**config.mk**
```make
export PLATFORM = sky130hd
export DESIGN_NAME = inst_fetch_queue
export DESIGN_NICKNAME = d
export VERILOG_FILES = /design/src/rtl/inst_fetch_queue.sv
export SDC_FILE = /design/constraint.sdc
export NUM_CORES = 1
export LEC_CHECK = 0
export CORE_MARGIN = 3
export CORE_UTILIZATION = 49
export DETAILED_ROUTE_END_ITERATION = 7
export DONT_BUFFER_PORTS = 1
export GPL_TIMING_DRIVEN = 0
export PLACE_DENSITY = 0.76
export SLEW_MARGIN = 25
export SYNTH_ARGS = -nofsm -noshare
export SYNTH_HDL_FRONTEND = slang
export SYNTH_SLANG_ARGS = --single-unit
```
**constraint.sdc**
```tcl
create_clock -name clk -period 2.95 [get_ports clk]
set_input_delay 0.295 -clock clk [delete_from_list [all_inputs] [get_ports clk]]
set_output_delay 0.295 -clock clk [all_outputs]
set_load 0.005 [all_outputs]
```
**src/rtl/inst_fetch_queue.sv**
```systemverilog
// Instruction fetch front-end. It issues sequential word fetches to a
// variable-latency instruction memory and queues the returned instructions,
// in order, with their PCs for decode. A redirect flushes the queue, and
// responses to wrong-path requests are counted off and dropped.
module inst_fetch_queue #(
  parameter int                ADDR_W   = 32,
  parameter int                INST_W   = 32,
  parameter int                DEPTH    = 4,
  parameter logic [ADDR_W-1:0] RESET_PC = '0
) (
  input  logic                     clk,
  input  logic                     resetn,
  output logic                     oMemReq,
  output logic [ADDR_W-1:0]        oMemAddr,
  input  logic                     iMemAck,
  input  logic                     iMemValid,
  input  logic [INST_W-1:0]        iMemData,
  input  logic                     iRedirect,
  input  logic [ADDR_W-1:0]        iRedirectPC,
  input  logic                     iStall,
  output logic                     oInstValid,
  output logic [INST_W-1:0]        oInst,
  output logic [ADDR_W-1:0]        oInstPC,
  output logic [$clog2(DEPTH):0]   oCount
);

  localparam int AW = $clog2(DEPTH);
  localparam int CW = AW + 1;
  localparam logic [CW-1:0] DEPTH_C = CW'(DEPTH);
  localparam logic [CW-1:0] ONE_C   = CW'(1);

  typedef enum logic [1:0] {S_REQ, S_WAIT, S_REDIR} state_t;

  state_t r_state;
  state_t w_stateNext;

  logic [ADDR_W-1:0] r_fetchPC;
  logic [CW-1:0]     r_inflight;
  logic [CW-1:0]     r_discard;
  logic [CW-1:0]     r_count;
  logic [AW-1:0]     r_qHead;
  logic [AW-1:0]     r_qTail;
  logic [AW-1:0]     r_pfHead;
  logic [AW-1:0]     r_pfTail;

  logic [INST_W-1:0] r_qInst [DEPTH];
  logic [ADDR_W-1:0] r_qPC   [DEPTH];
  logic [ADDR_W-1:0] r_pfPC  [DEPTH];

  logic              w_ack;
  logic              w_push;
  logic              w_pop;
  logic [CW-1:0]     w_ackInc;
  logic [CW-1:0]     w_validDec;
  logic [CW-1:0]     w_pushInc;
  logic [CW-1:0]     w_popDec;
  logic [CW-1:0]     w_inflightNext;
  logic [CW-1:0]     w_countNext;
  logic [CW-1:0]     w_discardNext;
  logic [CW:0]       w_creditSum;
  logic              w_creditNext;
  logic              w_unusedPCBits;

  // The low redirect address bits are ignored because fetches are word aligned.
  assign w_unusedPCBits = ^iRedirectPC[1:0];

  assign w_ack      = oMemReq & iMemAck;
  assign w_push     = iMemValid & (r_discard == '0) & ~iRedirect;
  assign w_pop      = oInstValid & ~iStall & ~iRedirect;
  assign w_ackInc   = w_ack     ? ONE_C : '0;
  assign w_validDec = iMemValid ? ONE_C : '0;
  assign w_pushInc  = w_push    ? ONE_C : '0;
  assign w_popDec   = w_pop     ? ONE_C : '0;

  // Every response returns one credit, dropped or not; the discard count is
  // reloaded from the in-flight total so that all older data gets dropped.
  assign w_inflightNext = r_inflight + w_ackInc - w_validDec;
  assign w_countNext    = iRedirect ? '0 : (r_count + w_pushInc - w_popDec);
  assign w_discardNext  = iRedirect ? w_inflightNext :
                          ((iMemValid && (r_discard != '0)) ? (r_discard - ONE_C) : r_discard);
  assign w_creditSum    = {1'b0, w_inflightNext} + {1'b0, w_countNext};
  assign w_creditNext   = (w_creditSum < {1'b0, DEPTH_C});

  // Request state register; reset lands in WAIT so the request output is low during reset.
  always_ff @(posedge clk or negedge resetn) begin
    if (!resetn) r_state <= S_WAIT;
    else         r_state <= w_stateNext;
  end

  // Next request state from next-cycle credit, with redirect taking priority.
  always_comb begin
    w_stateNext = r_state;
    oMemReq     = 1'b0;
    oMemAddr    = r_fetchPC;
    if (r_state == S_REQ) oMemReq = 1'b1;
    if (iRedirect)         w_stateNext = S_REDIR;
    else if (w_creditNext) w_stateNext = S_REQ;
    else                   w_stateNext = S_WAIT;
  end

  // Fetch PC, credit counters, and queue and PC-FIFO pointers.
  always_ff @(posedge clk or negedge resetn) begin
    if (!resetn) begin
      r_fetchPC  <= RESET_PC;
      r_inflight <= '0;
      r_discard  <= '0;
      r_count    <= '0;
      r_qHead    <= '0;
      r_qTail    <= '0;
      r_pfHead   <= '0;
      r_pfTail   <= '0;
    end else begin
      r_inflight <= w_inflightNext;
      r_discard  <= w_discardNext;
      r_count    <= w_countNext;
      if (iRedirect)  r_fetchPC <= {iRedirectPC[ADDR_W-1:2], 2'b00};
      else if (w_ack) r_fetchPC <= r_fetchPC + ADDR_W'(4);
      if (w_ack)      r_pfTail  <= r_pfTail + AW'(1);
      if (iMemValid)  r_pfHead  <= r_pfHead + AW'(1);
      if (iRedirect) begin
        r_qHead <= '0;
        r_qTail <= '0;
      end else begin
        if (w_push) r_qTail <= r_qTail + AW'(1);
        if (w_pop)  r_qHead <= r_qHead + AW'(1);
      end
    end
  end

  // Storage: the PC of each accepted request, and queued instructions paired with the oldest in-flight PC.
  always_ff @(posedge clk) begin
    if (w_ack) r_pfPC[r_pfTail] <= r_fetchPC;
    if (w_push) begin
      r_qInst[r_qTail] <= iMemData;
      r_qPC[r_qTail]   <= r_pfPC[r_pfHead];
    end
  end

  assign oInstValid = (r_count != '0);
  assign oInst      = oInstValid ? r_qInst[r_qHead] : '0;
  assign oInstPC    = oInstValid ? r_qPC[r_qHead]   : '0;
  assign oCount     = r_count;

  // The credit limit keeps a push from ever landing on a full queue.
  pushNotFull: assert property (@(posedge clk) disable iff (!resetn)
                                !(w_push && (r_count == DEPTH_C)));

endmodule

```
**Word-level counts from Yosys, hierarchy flattened**

Memories as Yosys holds them, arrays and structs flattened.
Index checks and enable logic that the tools add are counted.

- Flip-flop bits (word level): 51
- RAM bits: 384
- Logic and storage cells: 62
- Memories kept: 3

Memories:

| memory | words | width | rd ports | clocked after memory_dff | wr ports | line | source |
|---|---|---|---|---|---|---|---|
| r_pfPC | 4 | 32 | 1 | 0 | 1 | 48 | `logic [ADDR_W-1:0] r_pfPC [DEPTH];` |
| r_qInst | 4 | 32 | 1 | 0 | 1 | 46 | `logic [INST_W-1:0] r_qInst [DEPTH];` |
| r_qPC | 4 | 32 | 1 | 0 | 1 | 47 | `logic [ADDR_W-1:0] r_qPC [DEPTH];` |

- Add/sub/neg operators: 11
- Order comparisons: 1
- Muxes and demuxes: 22
- Bitwise gates (word level): 7
- Reduce and logical (&&, ||, !) cells: 9

Operator list:

| cell | number |
|---|---|
| $mux W32 | 4 |
| $add A32 B3 Y32 const B | 1 |
| $mux W1 | 10 |
| $mux W2 | 5 |
| $mux W3 | 3 |
| $add A2 B1 Y2 const B | 4 |
| $reduce_bool A2 Y1 | 4 |
| $add A3 B1 Y3 | 2 |
| $reduce_bool A3 Y1 | 2 |
| $sub A3 B1 Y3 | 2 |
| $and A1 B1 Y1 | 5 |
| $add A3 B3 Y4 | 1 |
| $lt A4 B3 Y1 const B | 1 |
| $logic_not A3 Y1 | 1 |
| $sub A3 B1 Y3 const B | 1 |
| $logic_not A2 Y1 | 1 |
| $not A1 Y1 | 2 |
| $logic_and A1 B1 Y1 | 1 |

**Longest topological paths before layout**

Gate-level depths: netlist of run 1.

- Depth in word-level cells: 11
- Mapped depth: 14

**Least setup slack after synthesis of run 1**

OpenSTA, ideal clock, no wires.

- Path kind: reg2reg
- From: register r_discard[0]
- To: memory r_qInst[0][0], enable pin
- Setup time: 0.427 ns
- Arrival: 2.436 ns
- Slack: 0.087 ns
- Stages on the path, launching flop included: 6
- Path buffers: 0
- Clock period less this slack: 2.863 ns
- Cells stage by stage: dfrtp_1 > inv_1 > ha_1 > nand3b_1 > nor2_1 > and2_1

- Longest elaborated chain between the ends: 5

Ends and longest elaborated chain:

| element | line | source |
|---|---|---|
| start, declared | 39 | `logic [CW-1:0] r_discard;` |
| start signal, assigned | 114 | `r_discard <= w_discardNext;` |
| $logic_not A3 Y1 | 68 | `assign w_push = iMemValid & (r_discard == '0) & ~iRedirect;` |
| $and A1 B1 Y1 (2 in series) | 68 |  |
| $mux W1 | 133 | `if (w_push) begin` |
| $mux W1 (not written as such) | 134 | `r_qInst[r_qTail] <= iMemData;` |
| end, declared | 46 |  |

No other way between the ends.

**Worst setup path after layout of run 1**

- From: register r_fetchPC[20] (netlist: oMemAddr[20])
- To: register r_fetchPC[28] (netlist: oMemAddr[28])

- Longest elaborated chain between the ends: 3

Ends and longest elaborated chain:

| element | line | source |
|---|---|---|
| start, declared | 37 | `logic [ADDR_W-1:0] r_fetchPC;` |
| start signal, assigned | 116 | `if (iRedirect) r_fetchPC <= {iRedirectPC[ADDR_W-1:2], 2'b00};` |
| start signal, assigned | 117 | `else if (w_ack) r_fetchPC <= r_fetchPC + ADDR_W'(4);` |
| $add A32 B3 Y32 | 117 |  |
| $mux W32 | 117 |  |
| $mux W32 | 116 |  |

No other way between the ends. The select of a mux whose other input is x is not followed.
A chain may end at the register's enable or synchronous reset.

==> results by group, run 1 <==
Synthesis
  – Multiplexer area fraction after synthesis: 0.127
  – Synth unique cells: 45
  – Compound-Gate Fraction of Synth Area: 0.0198
  – Top_reg_cell synth: edfxtp_1
  – FF+latch count, synth: 417
  – Mapped Cells: 860
  – Fraction of registers with async set/reset: 0.118
  – Cell Area, Synth: 16500 sq um
  – Seq/Total Area, Yosys: 0.742
  – Post-Synth XOR/XNOR Area: 0.0111
  – Post-synth EDFFs: 368
  – Synth Area in Adders: 0.0153
  – Yosys warning count: 0
  – Largest family of logic cells by synthesized area: multiplexers
  – Mean Syn Cell Area: 19.2 sq um
  – Simple logic cell fraction of the synthesized area: 0.0675

Global routing
  – First-pass GRT wire length: 51.1 mm
  – Vias in the first global route: 8702
  – GR Overflow Total: 0
  – Largest net degree at the start of global routing: 50
  – Antenna violations before repair: 0
  – Total track usage: 0.184

Critical path
  – Worst path required time: 3.42 ns
  – Max stage delay on crit path: 0.78 ns
  – Delay-heaviest family, CP: simple AND/OR/NAND/NOR gates
  – Worst Path Arrival: 3.30 ns
  – Setup crit end kind: flip-flop
  – Critical path buffers and inverters: 0
  – Setup crit start kind: flip-flop
  – CP Class: flip-flop to flip-flop
  – Crit-path slowest cell: nor4_1
  – Worst path cell trace: nand4_1 > nor4_1 > or4b_2 > a31oi_1
  – Crit Path Max Fanout: 11

Floorplan
  – Die Width: 190 um
  – Starting Density: 0.503
  – Rows: 66
  – Full die area: 36000 sq um
  – DIE HEIGHT: 190 um
  – IO Count: 171
  – Core footprint: 32900 sq um

Timing
  – Slew of the pin with the lowest slew margin: 0.862 ns
  – Setup violators final: 0
  – Final Max Tran Viols: 0
  – Slew margin rel.: 0.425
  – Hold Vio Cnt, Final: 0
  – Period utilisation layout: 0.959
  – Min Clock Period, post-route: 2.83 ns
  – RSZ-0062 raised after global routing: false
  – Setup Skew: 0.0184 ns
  – Fmax achieved: 354 MHz

CTS
  – Clk Latency, worst-skew pair: 0.55 ns
  – Clock Sinks: 417
  – Clock buffer depth: 3
  – CTS tree: done
  – Inserted Clock Buffers: 42
  – Clk Tree Root Cell: clkbuf_16
  – Worst-path clk slew: 0.06 ns
  – CTS H-tree depth: 2

Run
  – Max_cap viols: 0

Pwr
  – Leakage: 0.00629 uW
  – PwrDens: 824 nW/um^2
  – VDD IR-drop max: 587 uV

Status
  – Status: complete, no violations

Place
  – Detailed-placement wirelength estimate: 20.8 mm
  – DP Area: 17300 sq um
  – GPL Wtd Cong: 0.870
  – Port Buffers: 0

Final layout
  – Area growth from synthesis to layout: 17.3%
  – Final #Nets: 1074
  – Design Area, Final: 19400 sq um
  – Layout cells sized above 1: 0.201
  – Antenna fix cells: 0
  – Final Core Density: 0.590

Route
  – Top Metal Used: met4
  – Routed wl met2: 16.2 mm
  – TritonRoute pass-1 iters: 7
  – Antenna Violating Nets Remaining: 0
  – Vias: 8456
  – Routed WL: 33.1 mm
  – Drt via density: 5.81
  – DRC: 0
  – Drt wl/cell: 22.7 um
  – DR iter-0 viols: 662
  – Met3 Routed Length: 2.71 mm
  – M1 WL: 13.6 mm

Hold path
  – Hold crit path type: input pin to flip-flop
per-stage QoR:
step                      std cells  TNS (ns)  total power [uW]  hold slack, ns  setup slack, ns
after global placement         1305   -291.27             10700        0.000940            -1.21
after floorplan                 863         0              9890       -0.000591           0.0871
final                          1456         0             16000          0.0320            0.122
after CTS                      1454         0             16100         0.00920          0.00196
after detailed placement       1313     -1.29             10900        0.000814           -0.769
after global routing           1456         0             16800          0.0794           0.0138
logic make-up after synthesis:
group,count (synthesis)
flip-flops,417
AND/OR/NAND/NOR,190
multiplexers,95
buffers and inverters,66
AO/OA/AOI/OAI,51
XOR/XNOR,21
adder cells (fa/ha/maj),19
other,1
power by group:
part,internal [uW],leakage [uW],switching (uW)
Clock,2970,0.000652,2150
Combinational,1520,0.00173,1900
Sequential,7170,0.00390,274
Total,11700,0.00629,4320
cell usage after synthesis (4+ instances only):
library cell / instances / share of area
nand3_1: 15 / 0.0045
xnor2_1: 14 / 0.0074
inv_1: 20 / 0.0045
nor4_1: 4 / 0.0015
buf_1: 7 / 0.0016
a31oi_1: 13 / 0.0049
xor2_1: 7 / 0.0037
o211ai_1: 5 / 0.0023
nor2b_1: 66 / 0.025
edfxtp_1: 368 / 0.67
clkbuf_1: 28 / 0.0064
nor2_1: 19 / 0.0043
nand2_1: 30 / 0.0068
o41ai_1: 6 / 0.0032
nor3_1: 5 / 0.0015
dfrtp_1: 48 / 0.073
buf_4: 4 / 0.0018
and2_1: 9 / 0.0034
buf_2: 5 / 0.0015
o21ai_0: 17 / 0.0051
mux4_2: 92 / 0.13
nand4_1: 8 / 0.0030
or4b_1: 4 / 0.0024
ha_1: 17 / 0.013
o31ai_1: 7 / 0.0032
or4_1: 13 / 0.0059
metal layers:
| layer | up-vias | GRT usage |
|---|---|---|
| li1 | 3681 | - |
| met1 | 4317 | 0.253 |
| met2 | 393 | 0.303 |
| met3 | 65 | 0.0459 |
| met4 | 0 | 0.0421 |
| met5 | - | 0 |
repair_timing:
action / in CTS / in global routing
hold buffers: 67 / 0
gates resized for setup: 10 / 14
pin swaps: 1 / 5
endpoints found under the setup margin: 61 / 22
setup buffers: 1 / 2
endpoints found under the hold margin: 212 / 0
final cells by class:
class	count	area [sq um]
inverter	21	78.8
tap	442	553
clock buffer	57	1130
fill	2354	13500
buffer	45	218
multi-input combinational	380	4040
clock inverter	16	206
timing repair buffer	78	893
sequential	417	12300
final timing paths:
kind	cells after the start	endpoint	startpoint	slack (ns)
worst max-delay path	4	oMemAddr[28]	oMemAddr[20]	0.12
worst min-delay path	2	r_qHead[0]	iStall	0.03
worst max register to register	4	oMemAddr[28]	oMemAddr[20]	0.12
worst min register to register	1	r_inflight[0]	r_inflight[0]	0.57
max in group asynchronous	2	r_state[0]	resetn	2.37
min in group asynchronous	2	oMemAddr[20]	resetn	0.30
placed cells by master, fill, tap and decap left out, types with 5 or more instances in the layout:
| cell | netlist | final |
|---|---|---|
| edfxtp_1 | 368 | 368 |
| mux4_2 | 92 | 92 |
| nor2b_1 | 66 | 66 |
| dlygate4sd3_1 | 0 | 66 |
| dfrtp_1 | 48 | 47 |
| clkbuf_16 | 0 | 42 |
| clkbuf_1 | 28 | 34 |
| nand2_1 | 30 | 30 |
| inv_1 | 20 | 19 |
| nor2_1 | 19 | 18 |
| o21ai_0 | 17 | 17 |
| ha_1 | 17 | 16 |
| nand3_1 | 15 | 15 |
| xnor2_1 | 14 | 14 |
| or4_1 | 13 | 13 |
| a31oi_1 | 13 | 13 |
| nand4_1 | 8 | 8 |
| clkbuf_2 | 0 | 7 |
| xor2_1 | 7 | 7 |
| o31ai_1 | 7 | 7 |
| buf_4 | 4 | 7 |
| o41ai_1 | 6 | 6 |
| clkinv_2 | 0 | 6 |
| buf_2 | 5 | 5 |
| buf_1 | 7 | 5 |
| o211ai_1 | 5 | 5 |
| buf_12 | 0 | 5 |
worst reg2reg max path: cells and delay by family, from the launching register on:
kind,cells,cell delay (ns)
simple gates,3,1.92
flops,1,0.64
compound gates,1,0.19
registers in the layout, summed over array words and instances (netlist names):
register,count
r_qInst,128
r_pfPC,120
r_qPC,120
oMemAddr,30
oCount,3
r_discard,3
r_inflight,3
r_pfHead,2
r_pfTail,2
r_qHead,2
r_qTail,2
r_state,2
No activity file was read; power rests on OpenSTA's default activity.
==> inputs of run 2 (changes only) <==
Settings changed: CTS_CLUSTER_DIAMETER set to 50, RECOVER_POWER set to 50.
==> results by group, run 2 (synthesis gave the netlist of run 1 again) <==
Status
  – Status: complete, but fails checks
  – Failing checks: max-capacitance violations, max-slew violations

Global routing
  – Vias in the first global route: 8771 (+0.79%)
  – Antenna violations before repair: 0 (unchanged)
  – Largest net degree at the start of global routing: 50 (unchanged)
  – First-pass GRT wire length: 51.3 mm (+0.46%)
  – GR Overflow Total: 0 (unchanged)
  – Total track usage: 0.185 (+0.000847)

CTS
  – Clk Tree Root Cell: clkbuf_16
  – Clk Latency, worst-skew pair: 0.55 ns (about the same)
  – Worst-path clk slew: 0.06 ns (about the same)
  – Clock Sinks: 417 (unchanged)
  – Clock buffer depth: 3 (unchanged)
  – CTS H-tree depth: 2 (unchanged)
  – Inserted Clock Buffers: 44 (+4.8%)
  – CTS tree: done

Pwr
  – VDD IR-drop max: 493 uV (-16%)
  – Total power: 16400 uW (+2.3%)
  – Leakage: 0.00637 uW (+1.2%)
  – PwrDens: 838 nW/um^2 (+1.7%)

Floorplan
  – DIE HEIGHT: 190 um (unchanged)
  – Core footprint: 32900 sq um (unchanged)
  – Die Width: 190 um (unchanged)
  – Full die area: 36000 sq um (unchanged)
  – Starting Density: 0.503 (unchanged)
  – Rows: 66 (unchanged)
  – IO Count: 171 (unchanged)

Timing
  – Period utilisation layout: 0.940 (-0.0185)
  – Hold Vio Cnt, Final: 0 (unchanged)
  – Setup violators final: 0 (unchanged)
  – Min Clock Period, post-route: 2.77 ns (-0.0545 ns)
  – RSZ-0062 raised after global routing: true
  – Final Max Tran Viols: 50 (+50)
  – Fmax achieved: 361 MHz (+2.0%)
  – Final TNS setup: 0 ns (unchanged)
  – Worst setup margin: 0.177 ns (+0.0545 ns)
  – Slew of the pin with the lowest slew margin: 2.20 ns (+1.34 ns)
  – Slew margin rel.: -0.467 (-0.893)
  – Setup Skew: 0.0241 ns (+0.00578 ns)
  – Fin Hold WS: 0.0630 ns (+0.0311 ns)

Place
  – GPL Wtd Cong: 0.870 (unchanged)
  – Port Buffers: 0 (unchanged)
  – DP Area: 17300 sq um (unchanged)
  – Post-place setup slack: -0.769 ns (unchanged)
  – Detailed-placement wirelength estimate: 20.8 mm (unchanged)

Final layout
  – Footprint of the multi-input gates: 4040 sq um (-0.19%)
  – Max FFs per register: 128 (unchanged)
  – Layout cells sized above 1: 0.210 (+0.00883)
  – Antenna fix cells: 0 (unchanged)
  – Register area: 12300 sq um (about the same)
  – Design Area, Final: 19500 sq um (+0.62%)
  – Area growth from synthesis to layout: 18.0%
  – Filler instances: 2325 (-1.2%)
  – Most flops, register: r_qInst
  – Top flop regs: r_qInst (128), r_pfPC (120), r_qPC (120)
  – Final #Nets: 1076 (+0.19%)
  – Commonest non-fill, non-tap cell in the layout: edfxtp_1
  – Commonest cells after routing, fill and taps aside: edfxtp_1, mux4_2, nor2b_1, dlygate4sd3_1, dfrtp_1

Critical path
  – Crit-path slowest cell: dfrtp_1
  – Worst path required time: 3.39 ns (-0.03 ns)
  – CP Class: flip-flop to flip-flop
  – Worst path cell trace: inv_1 > ha_1 > nand3b_1 > nor2_4 > inv_1 > ha_1 > inv_1 > ha_1 > fa_2 > xnor2_1 > nor2_1 > ha_1 > nor3_1 > a21oi_1
  – Max stage delay on crit path: 0.36 ns (-0.42 ns)
  – CP most frequent cell: ha_1
  – Crit Path Max Fanout: 3 (-8)
  – Setup crit start kind: flip-flop
  – Setup crit end kind: flip-flop
  – Worst Path Arrival: 3.22 ns (-0.08 ns)

Route
  – DR iter-0 viols: 630 (-4.8%)
  – Vias: 8420 (-0.43%)
  – DRC: 0 (unchanged)
  – Routed WL: 33.0 mm (-0.19%)
  – Drt wl/cell: 22.6 um (-0.53%)
  – Antenna Violating Nets Remaining: 0 (unchanged)
  – TritonRoute pass-1 iters: 5 (-2)
  – Drt via density: 5.76 (-0.77%)

Hold path
  – Hold crit path type: input pin to flip-flop

Run
  – Max_cap viols: 1 (+1)
## run 2: cell types whose count changed in the layout (fill, tap and decap cells not counted), sizes merged
cell / change
inv: +2
buf: -1
clkbuf: +1
clkinv: +1
clkinvlp: +1
dlymetal6s4s: +1
## run 2: cell type report
cell class                 instances  area share
clock buffer                      58      0.0638
timing repair buffer              78      0.0450
sequential                       417       0.629
tap                              442      0.0283
clock inverter                    20      0.0119
inverter                          21     0.00404
buffer                            45      0.0111
multi-input combinational        380       0.207
## run 2: where the power goes
| part | internal (uW) | total, uW | switching [uW] |
|---|---|---|---|
| sequential | 7170 | 7430 | 266 |
| combinational | 1510 | 3410 | 1900 |
| clock | 3270 | 5510 | 2240 |
## run 2: routing by layer
layer	wire [um]	part of all wire	track usage
met3	2460	0.074	0.0415
met4	780	0.024	0.0540
met2	16200	0.49	0.303
met1	13600	0.41	0.253
met5	0	0	0
## run 2: through the flow
stage / utilization / instances
floorplan: - / 863
global placement: 0.520 / 1305
detailed placement: 0.526 / 1313
CTS: 0.593 / 1458
global route: 0.594 / 1461
finish: 0.594 / 1461
## run 2: what timing repair did
action                                  4_1_cts  5_1_grt
hold buffers                                 67        0
hold endpoints to repair                    212        0
gates resized for setup                      12        7
endpoints found under the setup margin       59       23
buffers inserted                              0        3
pin swaps                                     2        3
## run 2: worst max-delay path: cells and delay by family (launching register included)
kind | cells | cell delay [ns]
compound gates | 1 | 0.11
xor+xnor | 1 | 0.13
fa+ha+maj | 5 | 1.24
buf+inv | 3 | 0.20
flops | 1 | 0.36
simple gates | 4 | 0.64
## run 2: worst paths after layout
| kind | to | slack (ns) | startpoint | cells past startpoint |
|---|---|---|---|---|
| hold / removal | r_discard[2] | 0.06 | iMemValid | 3 |
| hold reg to reg | r_inflight[0] | 0.55 | r_inflight[0] | 1 |
| max in group asynchronous | oCount[2] | 0.46 | resetn | 2 |
| min in group asynchronous | oMemAddr[26] | 1.08 | resetn | 2 |
| setup reg to reg | r_state[0] | 0.18 | r_discard[0] | 14 |
| setup / recovery | r_state[0] | 0.18 | r_discard[0] | 14 |
==> inputs of run 3 (changes only) <==
Settings changed: CORE_ASPECT_RATIO set to 0.9.
==> results by group, run 3 (synthesis gave the netlist of run 1 again) <==
Status
  – Status: complete, but fails checks
  – Failing checks: max-capacitance violations, max-slew violations

Route
  – TritonRoute pass-1 iters: 5 (unchanged)
  – Drt via density: 5.83 (+1.2%)
  – Vias: 8431 (+0.13%)
  – Drt wl/cell: 23.0 um (+1.7%)
  – DRC: 0 (unchanged)
  – DR iter-0 viols: 602 (-4.4%)
  – Routed WL: 33.3 mm (+0.65%)
  – Antenna Violating Nets Remaining: 0 (unchanged)

Place
  – DP Area: 17300 sq um (-0.14%)
  – Port Buffers: 0 (unchanged)
  – GPL Wtd Cong: 0.888 (+2.1%)
  – Post-place setup slack: -0.929 ns (-0.160 ns)
  – Detailed-placement wirelength estimate: 21.0 mm (+0.93%)
  – Cell Count Post-Placement: 1293 (-1.5%)

Global routing
  – GRT met2 Usage: 0.302 (-0.000905)
  – Largest net degree at the start of global routing: 50 (unchanged)
  – Vias in the first global route: 8858 (+0.99%)
  – Total track usage: 0.188 (+0.00259)
  – Met1 Use GR: 0.262 (+0.00915)
  – Met3 usage: 0.0441 (+0.00266)
  – Antenna violations before repair: 0 (unchanged)
  – GRT busiest layer: met2
  – GR Overflow Total: 0 (unchanged)
  – First-pass GRT wire length: 51.8 mm (+0.96%)

Critical path
  – Setup crit start kind: flip-flop
  – Worst path required time: 3.41 ns (+0.02 ns)
  – Reg2Reg Setup Slack: 0.13 ns (-0.04 ns)
  – Worst r2r path cells: 12 (-2)
  – Worst Path Arrival: 3.27 ns (+0.05 ns)
  – Setup crit end kind: flip-flop
  – Crit Path Max Fanout: 4 (+1)
  – CP Class: flip-flop to flip-flop

Final layout
  – Commonest cells after routing, fill and taps aside: edfxtp_1, mux4_2, nor2b_1, dlygate4sd3_1, dfrtp_1
  – Commonest non-fill, non-tap cell in the layout: edfxtp_1
  – Design Area, Final: 19400 sq um (-0.44%)
  – Top flop regs: r_qInst (128), r_pfPC (120), r_qPC (120)
  – Filler instances: 2381 (+2.4%)
  – Non-Filler Instances: 1446 (-1.0%)
  – Max FFs per register: 128 (unchanged)
  – Layout cells sized above 1: 0.197 (-0.0127)
  – Most flops, register: r_qInst
  – Final #Nets: 1078 (+0.19%)
  – Area growth from synthesis to layout: 17.5%
  – Antenna fix cells: 0 (unchanged)

Hold path
  – Hold crit path type: input pin to flip-flop
  – Hold depth: 3 (unchanged)

Timing
  – Final Max Tran Viols: 50 (unchanged)
  – RSZ-0062 raised after global routing: true
  – Fmax achieved: 355 MHz (-1.6%)
  – Slew of the pin with the lowest slew margin: 2.24 ns (+0.0397 ns)
  – Min Clock Period, post-route: 2.82 ns (+0.0448 ns)
  – Worst setup margin: 0.132 ns (-0.0448 ns)
  – Period utilisation layout: 0.955 (+0.0152)
  – Setup Skew: 0.0248 ns (+0.000616 ns)
  – Setup violators final: 0 (unchanged)
  – Fin Hold WS: 0.0651 ns (+0.00208 ns)
  – Hold Vio Cnt, Final: 0 (unchanged)
  – Final TNS setup: 0 ns (unchanged)
  – Slew margin rel.: -0.494 (-0.0264)

CTS
  – CTS H-tree depth: 2 (unchanged)
  – Clock buffer depth: 3 (unchanged)
  – Clk Latency, worst-skew pair: 0.56 ns (about the same)
  – CTS tree: done
  – Clk Tree Root Cell: clkbuf_16
  – Clock Sinks: 417 (unchanged)
  – Worst-path clk slew: 0.06 ns (about the same)
  – Inserted Clock Buffers: 44 (unchanged)

Pwr
  – Leakage: 0.00632 uW (-0.75%)
  – PwrDens: 835 nW/um^2 (-0.37%)
  – VDD IR-drop max: 546 uV (+11%)

Floorplan
  – Core footprint: 33100 sq um (+0.73%)
  – Die Width: 200 um (+5.2%)
  – Rows: 63 (-4.5%)
  – IO Count: 171 (unchanged)
  – DIE HEIGHT: 180 um (-5.0%)
  – Full die area: 36000 sq um (about the same)
  – Starting Density: 0.500 (-0.00365)

Run
  – Max_cap viols: 1 (unchanged)
run 3: worst paths after layout:
check | start | to
max in group asynchronous | resetn | oCount[2]
min in group asynchronous | resetn | r_pfTail[1]
setup reg to reg | oCount[1] | r_state[0]
hold / removal | iMemValid | r_discard[2]
setup / recovery | oCount[1] | r_state[0]
hold reg to reg | r_inflight[0] | r_inflight[0]
run 3: through the flow:
stage                     power (uW)  utilization
after global placement         10800        0.516
after floorplan                 9890            -
after detailed placement       10900        0.522
final                          16200        0.587
after CTS                      16400        0.586
after global routing           17100        0.587
run 3: layer usage:
layer | share of wire | wire length (um) | vias up
met1 | 0.42 | 14000 | 4330
met2 | 0.49 | 16200 | 337
met3 | 0.074 | 2460 | 62
met4 | 0.019 | 639 | 0
met5 | 0 | 0 | -
li1 | - | - | 3702
run 3: power breakdown:
group / internal [uW] / leakage [uW] / switching (uW) / total [uW]
Clock: 3060 / 0.000680 / 2210 / 5270
Sequential: 7170 / 0.00390 / 261 / 7430
Combinational: 1550 / 0.00174 / 1960 / 3510
Total: 11800 / 0.00632 / 4440 / 16200
run 3: what timing repair did:
| action | 4_1_cts | 5_1_grt |
|---|---|---|
| pin swaps | 1 | 4 |
| setup endpoints to repair | 65 | 10 |
| buffers inserted | 1 | 4 |
| gates resized for setup | 12 | 6 |
| endpoints found under the hold margin | 212 | 0 |
| cloned | 0 | 0 |
| hold buffers | 67 | 0 |
run 3: critical path: stages (launching register included):
cell	delay (ns)
dfrtp_2	0.47
nor3_4	0.31
buf_8	0.14
nor3_1	0.07
ha_1	0.33
inv_1	0.04
ha_1	0.18
fa_1	0.39
xnor2_1	0.13
nor2_1	0.16
ha_1	0.28
nor3_2	0.12
a21oi_1	0.11
run 3: layout make-up:
type | count | area, sq um | share of cell area
Inverter | 21 | 78.8 | 0.00406
Multi-Input combinational cell | 380 | 4040 | 0.208
Clock inverter | 16 | 150 | 0.00773
Tap cell | 422 | 528 | 0.0272
Clock buffer | 65 | 1250 | 0.0644
Timing Repair Buffer | 80 | 890 | 0.0458
Buffer | 45 | 216 | 0.0111
Sequential cell | 417 | 12300 | 0.632
